--- src/rtl/sw_debounce_pkg.sv ---
// Shared types and defaults for the picoMIPS switch conditioning stage.
// Handshake FSM states and the board-rate debounce length.
package sw_debounce_pkg;

  typedef enum logic [1:0] {
    UP,
    DOWN_WAIT,
    DOWN,
    UP_WAIT
  } hs_state_t;

  localparam int DB_CYCLES_DEFAULT = 50000;

endpackage

--- src/rtl/sw_debounce_sync2.sv ---
// Two-flop synchroniser for asynchronous board pins.
// Width-parameterised, async active-low reset.
module sync2
  import sw_debounce_pkg::*;
#(
  parameter int W = 1
) (
  input  logic         i_clk,
  input  logic         i_rst_n,
  input  logic [W-1:0] i_d,
  output logic [W-1:0] o_q
);

  logic [W-1:0] r_s1;
  logic [W-1:0] r_s2;

  always_ff @(posedge i_clk or negedge i_rst_n) begin
    if (!i_rst_n) begin
      r_s1 <= '0;
      r_s2 <= '0;
    end else begin
      r_s1 <= i_d;
      r_s2 <= r_s1;
    end
  end

  assign o_q = r_s2;

endmodule

--- src/rtl/sw_debounce.sv ---
// Switch debouncer feeding picoMIPS SW: vector-debounced data plus a
// handshake-button FSM with press/release pulses ('release' is reserved).
module sw_debounce
  import sw_debounce_pkg::*;
#(
  parameter int N         = 8,
  parameter int DB_CYCLES = DB_CYCLES_DEFAULT,
  parameter int CW        = 16
) (
  input  logic       clk,
  input  logic       reset,
  input  logic [N:0] SW_raw,
  output logic [N:0] SW,
  output logic       press,
  output logic       release_p,
  output logic       busy
);

  logic [N:0]    w_s2;
  logic [CW-1:0] w_last;

  logic [N-1:0]  r_cand;
  logic [N-1:0]  r_data;
  logic [CW-1:0] r_dcnt;

  hs_state_t     r_state;
  logic [CW-1:0] r_hcnt;
  logic          r_btn;
  logic          r_press;
  logic          r_rel;
  logic          r_busy;

  assign w_last = CW'(DB_CYCLES - 1);

  sync2 #(
    .W(N + 1)
  ) u_sync (
    .i_clk  (clk),
    .i_rst_n(reset),
    .i_d    (SW_raw),
    .o_q    (w_s2)
  );

  // One counter for the whole data vector: any bit moving restarts it
  always_ff @(posedge clk or negedge reset) begin
    if (!reset) begin
      r_cand <= '0;
      r_data <= '0;
      r_dcnt <= '0;
    end else if (w_s2[N-1:0] != r_cand) begin
      r_cand <= w_s2[N-1:0];
      r_dcnt <= '0;
    end else if (r_cand != r_data) begin
      if (r_dcnt == w_last)
        r_data <= r_cand;
      else
        r_dcnt <= r_dcnt + 1'b1;
    end
  end

  always_ff @(posedge clk or negedge reset) begin
    if (!reset) begin
      r_state <= UP;
      r_hcnt  <= '0;
      r_btn   <= 1'b0;
      r_press <= 1'b0;
      r_rel   <= 1'b0;
    end else begin
      r_press <= 1'b0;
      r_rel   <= 1'b0;
      case (r_state)
        UP: begin
          if (w_s2[N]) begin
            r_state <= DOWN_WAIT;
            r_hcnt  <= '0;
          end
        end
        DOWN_WAIT: begin
          if (!w_s2[N]) begin
            r_state <= UP;
          end else if (r_hcnt == w_last) begin
            r_state <= DOWN;
            r_btn   <= 1'b1;
            r_press <= 1'b1;
          end else begin
            r_hcnt <= r_hcnt + 1'b1;
          end
        end
        DOWN: begin
          if (!w_s2[N]) begin
            r_state <= UP_WAIT;
            r_hcnt  <= '0;
          end
        end
        UP_WAIT: begin
          if (w_s2[N]) begin
            r_state <= DOWN;
          end else if (r_hcnt == w_last) begin
            r_state <= UP;
            r_btn   <= 1'b0;
            r_rel   <= 1'b1;
          end else begin
            r_hcnt <= r_hcnt + 1'b1;
          end
        end
        default: r_state <= UP;
      endcase
    end
  end

  always_ff @(posedge clk or negedge reset) begin
    if (!reset)
      r_busy <= 1'b0;
    else
      r_busy <= (r_cand != r_data) ||
                (r_state == DOWN_WAIT) ||
                (r_state == UP_WAIT);
  end

  assign SW        = {r_btn, r_data};
  assign press     = r_press;
  assign release_p = r_rel;
  assign busy      = r_busy;

endmodule
--- config.mk ---
export PLATFORM = sky130hd
export DESIGN_NAME = sw_debounce
export DESIGN_NICKNAME = d
export VERILOG_FILES = /design/src/rtl/sw_debounce_pkg.sv /design/src/rtl/sw_debounce_sync2.sv /design/src/rtl/sw_debounce.sv
export SDC_FILE = /design/constraint.sdc
export NUM_CORES = 1
export LEC_CHECK = 0
export BUFFER_PORTS_ARGS = -buffer_cell sky130_fd_sc_hd__buf_4
export CAP_MARGIN = 25
export CORE_MARGIN = 2
export CORE_UTILIZATION = 30
export DETAILED_ROUTE_END_ITERATION = 6
export PLACE_DENSITY = 0.5
export SETUP_SLACK_MARGIN = 0.02
export SKIP_CTS_REPAIR_TIMING = 1
export SLEW_MARGIN = 20
export SYNTH_ARGS = -nofsm -noshare
export SYNTH_HDL_FRONTEND = slang
export SYNTH_SLANG_ARGS = --single-unit
--- constraint.sdc ---
create_clock -name clk -period 2.45 [get_ports clk]
set_clock_uncertainty 0.1 [all_clocks]
set_input_delay 0.245 -clock clk [delete_from_list [all_inputs] [get_ports clk]]
set_output_delay 0.245 -clock clk [all_outputs]
set_load 0.03 [all_outputs]
==> summary.md, run 1 <==
| Metric | Value |
|---|---|
| R2R Setup Slk | 0.35 ns |
| Final core occ | 0.360 |
| ANT cells | 0 |
| DR WL/cell | 13.3 um |
| Max-cap violation count | 0 |
| Tcrit/Tclk final | 0.856 |
| Reg clk slew, reported paths | approximately 0.080 ns |
| FF+latch count, synth | 72 |
| Maximum root-to-sink buffer count | 2 |
| Worst Setup SP | r_dcnt[0] |
| Slew of the pin with the lowest slew margin | ~0.62 ns |
| Drc violations | 0 |
| Peak VDD IR | 0.230 mV |
| Design area | 3880 sq um |
| I/O pin cnt | 23 |
| Count of final hold-check violations | 0 |
| R2r startpoint | r_dcnt[0] |
| Core box area | 10,800 sq um |
| Total GRT Usage | 0.119 |
| Slew Viols, Final | 0 |
| Final wirelength | 6180 um |
| Yosys cell types | 46 |
| Die Ht | 109 um |
| Crit end category | flip-flop |
| R2r endpoint | r_dcnt[8] |
| Hold Path Class | flip-flop to flip-flop |
| Gp weighted congestion | 0.730 |
| Number of synthesized flops with an enable pin | 0 |
| Final setup TNS | 0 ns |
| Setup Viol. Count Final | 0 |
| Number of buffers added on ports | 22 |
| Initial antenna violation count | 0 |
| Worst setup SP type | flip-flop |
| Outcome | finished, final reports clean |
| TritonCTS buffer count | 9 |
| Placed inst area | 3570 sq um |
| Minimum clock period | 2.10 ns |
| Syn_nets | 304 |
| Vias in the first global route | 2,203 |
| Clk Latency, worst-skew pair | approximately 0.35 ns |
| DR iter-0 viols | 100 |
| Layout area overhead | 17.9% |
| First-pass GRT wire length | 10,900 um |
| Crit Path Category | flip-flop to flip-flop |
| Die width | roughly 110 um |
| Mapped Area | 3290 sq um |
| Proportion of synthesized chip area in sequential cells | 0.547 |
| Critical path destination | r_dcnt[8] |
| Via density | 4.80 |
| DR pass1 iterations | 4 |
| CP arrival | ~2.3 ns |
| RSZ-0062 raised after global routing | no |
| FP Rows | 38 |
| Crit-path max FO | 16 |
| Leak Pwr | 1.67 nW |
| Layout cells sized above 1 | 0.206 |
| R2R cell count | 6 |
| Yosys warning count | 0 |
| Pwr dens | between 600 and 700 nW/um^2 |
| Post-Syn Area per Cell | between 10 and 15 sq um |
| Antenna-violating nets left | 0 |
| Gate Count Post-Synth | 291 |
| Pin count of the biggest net entering global routing | 41 |
| DP HPWL | approximately 4200 um |
| Most used DFF post-synth | dfrtp_1 |
| Relative slew margins | 0.588 |
| # clock sinks | 72 |
| Starting density of the core | 0.305 |
| CTS root buffer | clkbuf_8 |
| Fin nets | between 300 and 400 |
| Synth async-reset ratio | 1.00 |
| Vias | 2,234 |
| Fmax | 477 MHz |
| Worst EP required | ~2.6 ns |
| H-Tree Depth | 3 |
| Die area | 11,800 sq um |
| Congestion Overflow GR | 0 |
| CTS tree | done |
-- power breakdown --
group,switching [W],internal (W),total (W)
logic,0.0000615,0.0000578,0.000119
clock network,0.000492,0.000514,0.00101
registers,0.0000307,0.00122,0.00125
total,0.000584,0.00179,0.00238
-- metal layers --
layer | vias to the layer above | part of all wire | global-route usage
met5 | - | 0 | 0
met4 | 0 | 0.018 | 0.0604
met3 | 10 | 0.024 | 0.0233
met2 | 22 | 0.46 | 0.176
met1 | 1089 | 0.50 | 0.166
li1 | 1113 | - | -
-- layout make-up --
cell class | instances | area, sq um
multi-input combinational | 197 | 1380
inverter | 3 | 11.3
clock buffer | 10 | 138
tap | 140 | 175
timing repair buffer | 37 | 303
clock inverter | 6 | 72.6
sequential | 72 | 1800
fill | 1084 | 6910
-- cells in the mapped netlist, drive strengths merged (4+ instances only) --
cell type / count / share of area
a21oi: 6 / 0.0091
mux2: 12 / 0.041
nor4: 5 / 0.019
or4: 8 / 0.018
nor2: 12 / 0.014
dfrtp: 72 / 0.55
clkbuf: 12 / 0.014
or4b: 4 / 0.012
buf: 7 / 0.016
nand2: 27 / 0.031
nand4: 10 / 0.021
and3: 5 / 0.0095
xnor2: 18 / 0.048
a22o: 7 / 0.019
o21ai: 11 / 0.019
nand3: 23 / 0.040
or3: 4 / 0.0076
o211ai: 9 / 0.021
-- through the flow --
| step | setup WS, ns | total power, W | std cells | hold WS [ns] |
|---|---|---|---|---|
| floorplan | 0.539 | 0.00133 | 291 | -0.151 |
| global placement | 0.399 | 0.00139 | 439 | 0.170 |
| detailed placement | 0.361 | 0.00139 | 439 | 0.165 |
| CTS | 0.341 | 0.00240 | 455 | -0.226 |
| global route | 0.195 | 0.00248 | 465 | 0.260 |
| finish | 0.354 | 0.00238 | 465 | 0.252 |
-- worst min path at each step --
stage | from | end | slack [ns] | cells after the start
floorplan | reset | asynchronous set/reset pin | -0.15 | 0
global placement | reset | r_dcnt[7] | 0.17 | 1
detailed placement | reset | r_dcnt[6] | 0.16 | 1
CTS | reset | r_dcnt[11] | -0.23 | 1
global route | u_sync.r_s1[3] | u_sync.o_q[3] | 0.26 | 0
finish | u_sync.r_s1[1] | u_sync.o_q[1] | 0.25 | 0
-- cell families (layout without fill, tap and decap cells) --
group / after synthesis / in the layout / share of synthesized area
AOI/OAI and AO/OA: 40 / 40 / 0.0836
muxes: 15 / 15 / 0.0502
DFF: 72 / 72 / 0.547
buffers and inverters: 22 / 56 / 0.0334
adders and majority gates: 2 / 2 / 0.00760
xor gates and xnor gates: 20 / 20 / 0.0532
and+or+nand+nor: 120 / 120 / 0.225
-- flip-flops by register name, indices dropped and copies added, names as in the netlist, named ones only --
signal / flops
release_p: 1
r_dcnt: 16
r_cand: 8
r_hcnt: 16
press: 1
r_btn: 1
r_data: 8
r_state: 1
u_sync.o_q: 9
u_sync.r_s1: 9
busy: 1
-- critical path, cell delays in order (launching register included) --
cell and delay (ns):
dfrtp_1 0.40, ha_1 0.21, and3_1 0.22, nand4_2 0.17, o21ai_2 0.22, or4_1 0.56, a21oi_1 0.15
-- placed cells by master, fill, tap and decap left out, types with 4 or more instances in the layout --
cell,synthesis,layout
a21oi_1,6,6
mux2_2,12,12
dfrtp_1,72,72
or4b_1,4,4
nand4_1,9,9
clkbuf_8,0,10
dlygate4sd3_1,0,10
and3_1,5,5
buf_4,1,27
xnor2_1,18,18
nand3_1,21,21
nand2_1,27,27
or3_1,4,4
nor2_1,12,12
or4_1,8,8
a22o_1,7,7
o21ai_0,9,9
o211ai_1,9,9
Note: power is estimated with default switching activity, not from simulation.
==> run 2: changes to the inputs <==
--- a/config.mk
+++ b/config.mk
@@ -8,12 +8,12 @@
 export BUFFER_PORTS_ARGS = -buffer_cell sky130_fd_sc_hd__buf_4
 export CAP_MARGIN = 25
 export CORE_MARGIN = 2
-export CORE_UTILIZATION = 30
+export CORE_UTILIZATION = 55
 export DETAILED_ROUTE_END_ITERATION = 6
-export PLACE_DENSITY = 0.5
+export MAX_ROUTING_LAYER = met4
+export PLACE_DENSITY = 0.79
 export SETUP_SLACK_MARGIN = 0.02
 export SKIP_CTS_REPAIR_TIMING = 1
-export SLEW_MARGIN = 20
 export SYNTH_ARGS = -nofsm -noshare
 export SYNTH_HDL_FRONTEND = slang
 export SYNTH_SLANG_ARGS = --single-unit
==> run 2 against run 1 <==
Against the previous run: final cell count is 14% lower; first-iteration DRC count is 33% higher; register-to-register slack hardly changed; worst hold slack worse by 0.0016 ns; utilization is 28 points higher; count of clock-buffer cells in the layout stayed put; sequential power hardly changed; wire length is 3.1% lower; via count is 1.5% higher; largest power group unchanged; highest routed layer unchanged.
==> summary.md, run 2 (synthesized netlist as in run 1, its figures left out) <==
| Metric | Value |
|---|---|
| CP arrival | 2.21 ns (-0.07 ns) |
| Drc violations | 0 (unchanged) |
| Most frequent cells in the layout | dfrtp_1 (72), nand2_1 (27), buf_4 (25), nand3_1 (21), xnor2_1 (18) |
| H-Tree Depth | 3 (unchanged) |
| # clock sinks | 72 (unchanged) |
| ANT cells | 0 (unchanged) |
| Pwr dens | 595 nW/um^2 (-2.9%) |
| Worst EP required | 2.57 ns (-0.06 ns) |
| Internal power | 0.00169 W (-6.1%) |
| Starting density of the core | 0.563 (+0.258) |
| Pin count of the biggest net entering global routing | 73 (+78%) |
| Placed inst area | 3480 sq um (-2.7%) |
| Antenna-violating nets left | 0 (unchanged) |
| Peak VDD IR | 0.405 mV (+76%) |
| DR iter-0 viols | 133 (+33%) |
| Reg clk slew, reported paths | 0.08 ns (about the same) |
| R2r startpoint | r_hcnt[0] |
| Final wirelength | 5990 um (-3.1%) |
| R2R Setup Slk | 0.35 ns (about the same) |
| Comb pwr share | 0.052 (+0.002) |
| Initial antenna violation count | 0 (unchanged) |
| Max-cap violation count | 0 (unchanged) |
| FP Rows | 28 (-26%) |
| Minimum clock period | 2.10 ns (+0.000747 ns) |
| RSZ-0062 raised after global routing | no |
| Final setup TNS | 0 ns (unchanged) |
| Leak Pwr | 1.65 nW (-1.3%) |
| Vias | 2,268 (+1.5%) |
| Clock power frac | 0.388 (-0.035) |
| Tcrit/Tclk final | 0.856 (about the same) |
| Die width | 81.4 um (-25%) |
| Slew of the pin with the lowest slew margin | 0.866 ns (+0.248 ns) |
| Layout cells sized above 1 | 0.201 (-0.00492) |
| Congestion Overflow GR | 0 (unchanged) |
| Die Ht | 81.4 um (-25%) |
| CTS tree | done |
| Setup Viol. Count Final | 0 (unchanged) |
| Sw Share | 0.247 (+0.00166) |
| Hold Path Class | flip-flop to flip-flop |
| Top Registers | r_dcnt (16), r_hcnt (16) |
| Layout area overhead | 14.2% |
| Via density | 5.70 (+19%) |
| Number of buffers added on ports | 22 (unchanged) |
| Maximum root-to-sink buffer count | 2 (unchanged) |
| Relative slew margins | 0.423 (-0.165) |
| Fin nets | 331 (-0.60%) |
| Clk Latency, worst-skew pair | 0.35 ns (about the same) |
| DR pass1 iterations | 4 (unchanged) |
| Slew Viols, Final | 0 (unchanged) |
| Seq pwr share | 0.560 (+0.033) |
| Count of final hold-check violations | 0 (unchanged) |
| Most common cell after layout, fill and taps aside | dfrtp_1 |
| Gp weighted congestion | 0.801 (+9.7%) |
| Min-Delay Startpoint | u_sync.r_s1[6] |
| Fmax | 477 MHz (about the same) |
| Worst Setup SP | r_hcnt[0] |
| Design area | 3760 sq um (-3.1%) |
| I/O pin cnt | 23 (unchanged) |
| DP HPWL | 3940 um (-6.6%) |
| Total GRT Usage | 0.206 (+0.0869) |
| Sw power | 0.000553 W (-5.2%) |
| Outcome | finished, final reports clean |
| Crit Path Category | flip-flop to flip-flop |
| Crit-path max FO | 14 (-2) |
| DR WL/cell | 15.0 um (+13%) |
| Worst setup SP type | flip-flop |
| CTS root buffer | clkbuf_8 |
| Core box area | 5850 sq um (-46%) |
| First-pass GRT wire length | 9960 um (-8.7%) |
| Crit end category | flip-flop |
| Vias in the first global route | 2,214 (+0.50%) |
| TritonCTS buffer count | 9 (unchanged) |
| Die area | 6620 sq um (-44%) |
-- run 2: worst max-delay path, cell delays in order, from the launching register on --
cell,delay [ns]
dfrtp_1,0.39
ha_1,0.21
and3_1,0.28
nand3_2,0.10
o21ai_2,0.48
inv_1,0.14
mux2i_1,0.16
o21ai_0,0.10
-- run 2: metrics by stage --
stage,setup slack (ns),util,hold WS [ns],instances,total power (W)
floorplan,0.539,-,-0.151,291,0.00133
global placement,0.445,0.594,0.232,372,0.00138
detailed placement,0.357,0.594,0.236,372,0.00138
CTS,0.327,0.626,-0.123,388,0.00226
global route,0.142,0.643,0.262,398,0.00234
finish,0.353,0.643,0.251,398,0.00224
-- run 2: power by group through the flow --
stage / combinational, W / sequential, W / clock [W]
2_1_floorplan: 0.0000627 / 0.00127 / 0
4_1_cts: 0.000107 / 0.00125 / 0.000901
3_5_place_dp: 0.000105 / 0.00128 / 0
6_report: 0.000116 / 0.00125 / 0.000869
3_3_place_gp: 0.000102 / 0.00127 / 0
5_1_grt: 0.000130 / 0.00126 / 0.000954
-- run 2: layout make-up --
cell class / instances / area, sq um
clock buffers: 10 / 138
clock inverters: 6 / 48.8
fillers: 454 / 2090
inverters: 3 / 11.3
multi-input cells: 197 / 1380
flip-flops and latches: 72 / 1800
well taps: 75 / 93.8
repair buffers: 35 / 288
-- run 2: final timing paths --
path                                 end  cells after the start
max                           r_hcnt[12]                      7
min                        u_sync.o_q[6]                      0
max reg2reg                   r_hcnt[12]                      7
min reg2reg                u_sync.o_q[6]                      0
max in group asynchronous     r_hcnt[12]                      2
min in group asynchronous     r_dcnt[15]                      2
-- run 2: layer usage --
| metal | track usage | vias to the layer above | share of wire |
|---|---|---|---|
| li1 | - | 1107 | - |
| met1 | 0.249 | 1125 | 0.45 |
| met2 | 0.326 | 29 | 0.51 |
| met3 | 0.0600 | 7 | 0.030 |
| met4 | 0.0814 | 0 | 0.011 |
| met5 | - | - | 0 |
==> run 3: changes to the inputs <==
--- a/config.mk
+++ b/config.mk
@@ -8,10 +8,10 @@
 export BUFFER_PORTS_ARGS = -buffer_cell sky130_fd_sc_hd__buf_4
 export CAP_MARGIN = 25
 export CORE_MARGIN = 2
-export CORE_UTILIZATION = 55
+export CORE_UTILIZATION = 40
 export DETAILED_ROUTE_END_ITERATION = 6
 export MAX_ROUTING_LAYER = met4
-export PLACE_DENSITY = 0.79
+export PLACE_DENSITY = 0.62
 export SETUP_SLACK_MARGIN = 0.02
 export SKIP_CTS_REPAIR_TIMING = 1
 export SYNTH_ARGS = -nofsm -noshare
==> run 3 against run 2 <==
Against the previous run: global-route usage shrank 5.5 points; final cell count grew 7.5%; critical path depth shrank 1; sequential share of layout area shrank 0.52 points; largest power group unchanged; first-iteration DRC count shrank 5.3%; via count shrank 1.6%; critical path type unchanged.
==> summary.md, run 3 (synthesized netlist as in run 1, its figures left out) <==
| Metric | Value |
|---|---|
| Outcome | finished, final reports clean |
| First-pass GRT wire length | 10,100 um (+1.8%) |
| Most frequent cells in the layout | dfrtp_1 (72), nand2_1 (27), buf_4 (25), nand3_1 (21), xnor2_1 (18) |
| Hold Path Class | flip-flop to flip-flop |
| # clock sinks | 72 (unchanged) |
| Max-cap violation count | 0 (unchanged) |
| CP peak stage delay | 0.55 ns (+0.07 ns) |
| Met3 usage | 0.0351 (-0.0249) |
| Critical-path cell list | ha_1 -> and3_1 -> nand4_2 -> o21ai_2 -> or4_1 -> a21oi_1 |
| Crit end category | flip-flop |
| Total GRT Usage | 0.151 (-0.0555) |
| Reg clk slew, reported paths | 0.09 ns (about the same) |
| Peak VDD IR | 0.341 mV (-16%) |
| Worst setup SP type | flip-flop |
| FP Rows | 33 (+18%) |
| Placed cells | 402 (+8.1%) |
| Vias in the first global route | 2,110 (-4.7%) |
| FILL cells | 784 (+73%) |
| GRT met1 Usage | 0.196 (-0.0534) |
| TritonCTS buffer count | 9 (unchanged) |
| Fin nets | 331 (unchanged) |
| Final wirelength | 6000 um (+0.18%) |
| Layout area overhead | 15.5% |
| H-Tree Depth | 3 (unchanged) |
| Final setup TNS | 0 ns (unchanged) |
| Seq pwr share | 0.550 (-0.010) |
| Drc violations | 0 (unchanged) |
| Dpl ws | 0.352 ns (-0.00531 ns) |
| Relative slew margins | 0.397 (-0.0256) |
| Slew of the pin with the lowest slew margin | 0.904 ns (+0.0384 ns) |
| Maximum root-to-sink buffer count | 2 (unchanged) |
| Design area | 3800 sq um (+1.1%) |
| CTS root buffer | clkbuf_8 |
| Comb pwr share | 0.051 (about the same) |
| I/O pin cnt | 23 (unchanged) |
| Clock power frac | 0.398 (+0.010) |
| Tcrit/Tclk final | 0.866 (+0.00989) |
| Placed inst area | 3510 sq um (+1.1%) |
| Pwr dens | 599 nW/um^2 (+0.67%) |
| Via density | 5.21 (-8.5%) |
| Vias | 2,232 (-1.6%) |
| Internal power | 0.00168 W (-0.56%) |
| Most common cell after layout, fill and taps aside | dfrtp_1 |
| Initial antenna violation count | 0 (unchanged) |
| Top Registers | r_dcnt (16), r_hcnt (16) |
| Layout cells sized above 1 | 0.201 (unchanged) |
| Setup Viol. Count Final | 0 (unchanged) |
| DP HPWL | 3990 um (+1.3%) |
| PnR worst setup slack | 0.329 ns (-0.0242 ns) |
| Non-filler cells, final | 428 (+7.5%) |
| Die Ht | 94.7 um (+16%) |
| Gp weighted congestion | 0.839 (+4.8%) |
| Number of buffers added on ports | 22 (unchanged) |
| Count of final hold-check violations | 0 (unchanged) |
| Core box area | 8090 sq um (+38%) |
| Grt met2 use | 0.224 (-0.102) |
| Starting density of the core | 0.407 (-0.156) |
| DR WL/cell | 14.0 um (-6.8%) |
| Die width | 94.7 um (+16%) |
| Most Crowded Layer GR | met2 |
| CP arrival | 2.30 ns (+0.09 ns) |
| Pin count of the biggest net entering global routing | 73 (unchanged) |
| DR pass1 iterations | 4 (unchanged) |
| Slew Viols, Final | 0 (unchanged) |
| Antenna-violating nets left | 0 (unchanged) |
| CTS tree | done |
| Crit path max-delay cell type | or4_1 |
| Crit-path max FO | 16 (+2) |
| Crit Path Category | flip-flop to flip-flop |
| ANT cells | 0 (unchanged) |
| Leak Pwr | 1.65 nW (about the same) |
| Minimum clock period | 2.12 ns (+0.0242 ns) |
| Sw power | 0.000602 W (+8.9%) |
| Worst EP required | 2.63 ns (+0.06 ns) |
| DR iter-0 viols | 126 (-5.3%) |
| Clk Latency, worst-skew pair | 0.35 ns (about the same) |
| Congestion Overflow GR | 0 (unchanged) |
| Die area | 8970 sq um (+36%) |
| Sw Share | 0.264 (+0.0172) |
| Fmax | 471 MHz (-1.1%) |
| RSZ-0062 raised after global routing | no |
| Final core occ | 0.470 (-0.173) |
## run 3: cell type report
class	instances	area, sq um	area share
clock buffer	9	124	0.0326
clock inverter	7	66.3	0.0174
sequential	72	1800	0.474
timing repair buffer	35	288	0.0757
multi-input combinational	197	1380	0.363
tap	105	131	0.0345
inverter	3	11.3	0.00296
## run 3: stage by stage
stage / total power (W) / hold slack, ns
after global placement: 0.00138 / 0.232
after detailed placement: 0.00139 / 0.235
final: 0.00228 / 0.253
after global routing: 0.00238 / 0.257
after floorplan: 0.00133 / -0.151
after CTS: 0.00230 / -0.120
## run 3: worst paths after layout
| path | cells after the start | slack, ns | startpoint | endpoint |
|---|---|---|---|---|
| setup / recovery | 6 | 0.33 | r_dcnt[0] | r_dcnt[8] |
| hold / removal | 0 | 0.25 | u_sync.r_s1[2] | u_sync.o_q[2] |
| setup reg to reg | 6 | 0.33 | r_dcnt[0] | r_dcnt[8] |
| hold reg to reg | 0 | 0.25 | u_sync.r_s1[2] | u_sync.o_q[2] |
| max in group asynchronous | 2 | 1.20 | reset | r_state[0] |
| min in group asynchronous | 2 | 0.46 | reset | r_dcnt[15] |
## run 3: power by group through the flow
stage | Combinational [W] | Clock, W | Sequential, W
2_1_floorplan | 0.0000627 | 0 | 0.00127
3_3_place_gp | 0.000106 | 0 | 0.00128
3_5_place_dp | 0.000107 | 0 | 0.00128
4_1_cts | 0.000108 | 0.000939 | 0.00125
5_1_grt | 0.000132 | 0.000988 | 0.00126
6_report | 0.000117 | 0.000907 | 0.00125
## run 3: critical path: cells and delay by family, from the launching register on
kind	cells	cell delay [ns]
DFF	1	0.41
and+or+nand+nor	3	0.95
adders and majority gates	1	0.22
AOI/OAI and AO/OA	2	0.38
## run 3: routing by layer
metal / vias to the layer above / wire length, um
li1: 1114 / -
met1: 1089 / 2920
met2: 21 / 2830
met3: 8 / 140
met4: 0 / 108
met5: - / 0
